===== config.mk =====
export PLATFORM = sky130hd
export DESIGN_NAME = reg_file
export DESIGN_NICKNAME = d
export VERILOG_FILES = /design/src/rtl/reg_file.sv
export SDC_FILE = /design/constraint.sdc
export NUM_CORES = 1
export LEC_CHECK = 0
export CAP_MARGIN = 20
export CORE_ASPECT_RATIO = 1.1
export CORE_MARGIN = 8
export CORE_UTILIZATION = 30
export DETAILED_ROUTE_END_ITERATION = 8
export GPL_ROUTABILITY_DRIVEN = 0
export GPL_TIMING_DRIVEN = 0
export HOLD_SLACK_MARGIN = 0.08
export SLEW_MARGIN = 20
export SYNTH_ARGS = -nofsm -noshare
export SYNTH_HDL_FRONTEND = slang
export SYNTH_SLANG_ARGS = --single-unit
export TNS_END_PERCENT = 1

===== constraint.sdc =====
create_clock -name clk -period 4.6 [get_ports clk]
set_input_delay 0.92 -clock clk [delete_from_list [all_inputs] [get_ports clk]]
set_output_delay 0.92 -clock clk [all_outputs]
set_load 0.1 [all_outputs]

===== src/rtl/reg_file.sv =====
// reg_file: 2**dwidth_RFadd x phit_size register file, one write port, two combinational read ports
//   clk            rising-edge clock
//   rst_n          synchronous active-low clear of every entry (wins over a write)
//   d_in/wr_addr/wen  write data, address, enable
//   rd_addr1/d_out1   read port 1
//   rd_addr2/d_out2   read port 2
module reg_file #(
   parameter int phit_size    = 32,
   parameter int dwidth_RFadd = 3
) (
   input  logic                    clk,
   input  logic                    rst_n,
   input  logic [phit_size-1:0]    d_in,
   input  logic [dwidth_RFadd-1:0] wr_addr,
   input  logic                    wen,
   input  logic [dwidth_RFadd-1:0] rd_addr1,
   input  logic [dwidth_RFadd-1:0] rd_addr2,
   output logic [phit_size-1:0]    d_out1,
   output logic [phit_size-1:0]    d_out2
);
   logic [phit_size-1:0] mem [2**dwidth_RFadd];
   always_ff @(posedge clk)
      if (!rst_n)
         for (int i = 0; i < 2**dwidth_RFadd; i++) mem[i] <= '0;
      else if (wen)
         mem[wr_addr] <= d_in;
   // reads come straight from storage: no write-to-read bypass
   assign d_out1 = mem[rd_addr1];
   assign d_out2 = mem[rd_addr2];
endmodule


==> flow_summary_export.csv, run 1 <==
group,metric,value,unit
timing,hold_viol,0,
detailed_routing,drc,0,
yosys,ys.flop_type,"edfxtp_1",
setup_path,worstSetupPathType,"in -> out",
timing,final.min_clock_period,4.46,ns
yosys,synthTopCellsByArea,"edfxtp_1, mux4_1, nor3_1",
yosys,synth_edf_count,256,
clocking,cts_resized,0,
timing,finalMaxSlewViolations,0,
yosys,ys_ff_latch,256,
grt,grt_pass1_wl,63300,microns
timing,finalCritPeriodShare,96.8,%
yosys,synth_area,13500,sq um
min_path,hp-class,"in -> reg",
yosys,synth_compound_area_share,0.296,%
yosys,ys_seq_area_share,56.8,%
setup_path,cp_data_arrival_time,3.54,ns
detailed_routing,totalWireLength,43300,microns
grt,grt_max_degree,19,
clocking,postCtsSetupRepairBufs,0,
detailed_routing,wirelength_met1,16500,microns
yosys,synthMuxAreaShare,28.9,%
yosys,synth_top_area_share,56.8,%
yosys,synth_fp_nets,887,
timing,rsz0062_at_grt,"no",
clocking,cts_tree,"done",
floorplan,io_pins,108,
power,power_density,391,nW/um^2
timing,tightest_slew,1.01,ns
clocking,cts_root_buf,"clkbuf_16",
cells_and_area,final_util,37.3,%
run_status,status,"complete, no violations",
timing,fin_setup_tns,0,ns
detailed_routing,ant_nets,0,
yosys,async_reset_ff_share,0,%
power,peakVddDrop,0.304,mV
detailed_routing,initialDrtViolationCount,721,
detailed_routing,vias_per_cell,5.65,
timing,relSlewSlack,32.3,%
clocking,clk_path_buf_depth,3,
placed_design,portBuffers,100,
cells_and_area,top_regs,"mem: 256 flops",
cells_and_area,final_area,16600,sq um
cells_and_area,multi_input_area,5360,sq um
floorplan,die_w,219,microns
yosys,avgSynthCellArea,16.1,sq um
setup_path,worstPathRequired,3.68,ns
cells_and_area,top_register,"mem",
floorplan,design.core.area,44500,sq um
cells_and_area,drive_gt1_share,19.8,%
grt,track_usage,16.3,%
detailed_routing,post_drt_wl_per_cell,27.2,microns
yosys,synth_top_family_by_area,"multiplexers",
detailed_routing,met2_length,21700,microns
detailed_routing,first_pass_iters,5,
setup_path,end_kind,"primary output",
power,total_power,6.47,mW
grt,grt_pass1_vias,9630,
setup_path,crit_path_start_kind,"input port",
yosys,synth_xor_area_share,0,%
placed_design,hpwl,29600,microns
clocking,cts_hold_buf,0,
yosys,synth_largest_area_cell,"edfxtp_1",
cells_and_area,area_growth,22.4,%
setup_path,crit_fanout,10,
timing,setup_violations,0,
floorplan,die_h,239,microns
cells_and_area,final.fill_count,4128,
clocking,cts_buffers,28,
yosys,yosys_warnings,0,
power,leakage,5.26,nW
placed_design,post_dp_cell_area,15700,sq um
detailed_routing,vias,8987,
yosys,post_synth_and_or_nand_nor_area_fraction,9.72,%
timing,clock.fmax,224,MHz
yosys,ys_types,17,
timing,hold-worst-slack,1.08,ns
clocking,htree_levels,1,
cells_and_area,largest_register_ffs,256,
yosys,synth_common_cells,"edfxtp_1, nor3_1, mux4_1",
cells_and_area,nets,1030,
detailed_routing,wl_met3,3280,microns
floorplan,rows,81,
detailed_routing,top_layer_used,"met4",
yosys,synth_cells,843,
yosys,synthAdderAreaFrac,0,%
grt,globalRouteOverflowTotal,0,
floorplan,dieArea,52200,sq um
clocking,cts.clk_slew.worst_paths,0.06,ns
cells_and_area,seqCellArea,7690,sq um
flow_run,maxCapViolCount,0,
grt,antenna_found_initial,1,
floorplan,initial_core_util,30.4,%
clocking,clock-sinks,256,
worst paths after layout:
path / from / to / slack, ns / cells after the start
worst max-delay path: rd_addr1[2] / d_out1[26] / 0.14 / 5
worst min-delay path: rst_n / mem[3][3] / 1.08 / 2
routing by layer:
metal,vias up,global-route usage [%]
li1,3811,-
met1,4656,19.6
met3,95,3.19
met5,-,0
met4,0,6.97
met2,425,27.9
per-stage QoR:
step | setup slack (ns) | cells
floorplan | 0.377 | 843
global placement | -3.13 | 1524
detailed placement | 0.133 | 1537
CTS | 0.134 | 1589
global route | 0.0745 | 1590
finish | 0.145 | 1590
worst max-delay path, stage by stage:
cell             delay, ns
clkbuf_1              0.48
buf_2                 0.42
mux4_1                0.41
mux2_2                0.31
clkdlybuf4s50_1       0.98
cells in the final DEF (no fill, tap or decap):
master | Yosys | routed
buf_1 | 14 | 14
nand2_1 | 1 | 1
clkbuf_1 | 52 | 55
buf_6 | 14 | 14
clkdlybuf4s50_1 | 0 | 100
mux2_4 | 2 | 2
diode_2 | 0 | 1
buf_8 | 0 | 2
nand3b_1 | 1 | 1
clkinvlp_4 | 0 | 1
mux2_2 | 62 | 62
clkbuf_16 | 0 | 29
o21ai_4 | 0 | 8
nand2b_1 | 2 | 2
nand3_1 | 1 | 1
bufinv_16 | 0 | 2
mux4_2 | 48 | 48
buf_16 | 0 | 11
or2_2 | 1 | 1
clkinv_2 | 0 | 7
nor3_1 | 256 | 256
edfxtp_1 | 256 | 256
buf_2 | 13 | 13
mux4_1 | 80 | 80
clkinv_1 | 32 | 42
where the power goes:
part | internal, mW | switching, mW | leakage, nW
Combinational | 0.480 | 1.05 | 2.37
Clock | 1.25 | 0.911 | 0.432
Sequential | 2.72 | 0.0626 | 2.45
Total | 4.45 | 2.03 | 5.26
cell families after synthesis:
group           after synthesis
flops                       256
simple gates                262
buf+inv                     125
mux                         192
compound gates                8
area by class of cell:
type / count / share of cell area (%)
flip-flops and latches: 256 / 46.4
clock inverters: 20 / 0.845
diodes: 1 / 0.0151
multi-input cells: 462 / 32.3
well taps: 581 / 4.39
inverters: 32 / 0.725
clock buffers: 32 / 4.45
plain buffers: 93 / 2.84
repair buffers: 113 / 8.05
(Power assumes the default switching activity.)
==> run 2: changes to the inputs <==
--- a/config.mk
+++ b/config.mk
@@ -7,7 +7,6 @@
 export LEC_CHECK = 0
 export CAP_MARGIN = 20
 export CORE_ASPECT_RATIO = 1.1
-export CORE_MARGIN = 8
 export CORE_UTILIZATION = 30
 export DETAILED_ROUTE_END_ITERATION = 8
 export GPL_ROUTABILITY_DRIVEN = 0
==> constraint.sdc (replaced) <==
create_clock -name clk -period 5.2 [get_ports clk]
set_input_delay 1.04 -clock clk [delete_from_list [all_inputs] [get_ports clk]]
set_output_delay 1.04 -clock clk [all_outputs]
set_load 0.1 [all_outputs]
==> flow_summary_export.csv, run 2 (synthesized netlist as in run 1, its figures left out) <==
group,metric,value,unit
run_status,status,"complete, no violations",
grt,grt_max_degree,18,
clocking,clock-sinks,256,
floorplan,die_h,225,microns
detailed_routing,drc,0,
detailed_routing,initialDrtViolationCount,890,
cells_and_area,top_regs,"mem: 256 flops",
clocking,postCtsSetupRepairBufs,0,
floorplan,initial_core_util,30.4,%
cells_and_area,drive_gt1_share,20.5,%
power,leakage,5.28,nW
floorplan,dieArea,46000,sq um
cells_and_area,top_register,"mem",
detailed_routing,ant_nets,0,
grt,globalRouteOverflowTotal,0,
timing,clock.fmax,210,MHz
power,power_density,355,nW/um^2
setup_path,cp_data_arrival_time,3.72,ns
min_path,hp-class,"in -> reg",
detailed_routing,post_drt_wl_per_cell,26.9,microns
setup_path,worstSetupPathType,"in -> out",
clocking,cts_hold_buf,0,
grt,grt_pass1_vias,9492,
cells_and_area,final_cell_mix,"nor3_1, edfxtp_1, clkdlybuf4s50_1",
clocking,cts_tree,"done",
timing,hold_viol,0,
setup_path,crit_path_start_kind,"input port",
clocking,clk_path_buf_depth,3,
grt,grt_pass1_wl,62100,microns
detailed_routing,totalWireLength,42600,microns
detailed_routing,first_pass_iters,6,
cells_and_area,largest_register_ffs,256,
detailed_routing,vias,8950,
clocking,cts.clk_slew.worst_paths,0.06,ns
timing,setup_violations,0,
power,total_power,5.92,mW
power,peakVddDrop,0.315,mV
timing,fin_ws,0.443,ns
floorplan,die_w,205,microns
cells_and_area,final.fill_count,4115,
grt,track_usage,18.5,%
placed_design,dp_slack,0.519,ns
clocking,htree_levels,1,
floorplan,design.core.area,44500,sq um
timing,relSlewSlack,31.2,%
cells_and_area,nets,1028,
timing,finalMaxSlewViolations,0,
cells_and_area,final_util,37.5,%
timing,final.min_clock_period,4.76,ns
clocking,cts_resized,0,
placed_design,portBuffers,100,
timing,rsz0062_at_grt,"no",
flow_run,maxCapViolCount,0,
setup_path,crit_fanout,10,
clocking,cts_root_buf,"clkbuf_16",
floorplan,rows,81,
timing,finalCritPeriodShare,91.5,%
grt,antenna_found_initial,0,
timing,fin_setup_tns,0,ns
clocking,cts_buffers,26,
cells_and_area,antennaDiodeCount,0,
cells_and_area,area_growth,23.1,%
placed_design,hpwl,29000,microns
timing,tightest_slew,1.03,ns
floorplan,io_pins,108,
detailed_routing,vias_per_cell,5.65,
setup_path,worstPathRequired,4.16,ns
setup_path,end_kind,"primary output",
timing,hold-worst-slack,1.16,ns
[run 2: stage by stage]
stage,std cells,cell area (sq um)
6_report,1585,16700
5_1_grt,1585,16700
3_5_place_dp,1537,15700
2_1_floorplan,843,13500
3_3_place_gp,1524,15300
4_1_cts,1585,16700
[run 2: per-layer routing]
| layer | share of wire [%] | GRT usage, % | wire (microns) |
|---|---|---|---|
| met1 | 38 | 23.1 | 16100 |
| met2 | 50 | 31.8 | 21300 |
| met4 | 3.7 | 7.15 | 1590 |
| met5 | 0 | 0 | 0 |
| met3 | 8.3 | 3.26 | 3550 |
[run 2: where the power goes]
group	switching [mW]	internal, mW	total [mW]
Combinational	0.929	0.426	1.35
Clock	0.834	1.27	2.10
Sequential	0.0566	2.40	2.46
Total	1.82	4.10	5.92
[run 2: layout make-up]
class | instances | area (sq um) | area share [%]
plain buffers | 93 | 470 | 2.82
well taps | 581 | 727 | 4.36
clock buffers | 27 | 654 | 3.93
flip-flops and latches | 256 | 7690 | 46.1
multi-input cells | 462 | 5360 | 32.1
clock inverters | 21 | 305 | 1.83
repair buffers | 113 | 1350 | 8.08
inverters | 32 | 120 | 0.721
[run 2: final timing paths]
| check | from | cells past startpoint | endpoint |
|---|---|---|---|
| min | rst_n | 2 | mem[6][12] |
| max | rd_addr2[1] | 4 | d_out2[27] |
[run 2: critical path: stages]
cell	delay, ns
buf_1	0.37
buf_1	0.79
mux2_2	0.35
clkdlybuf4s50_1	1.15
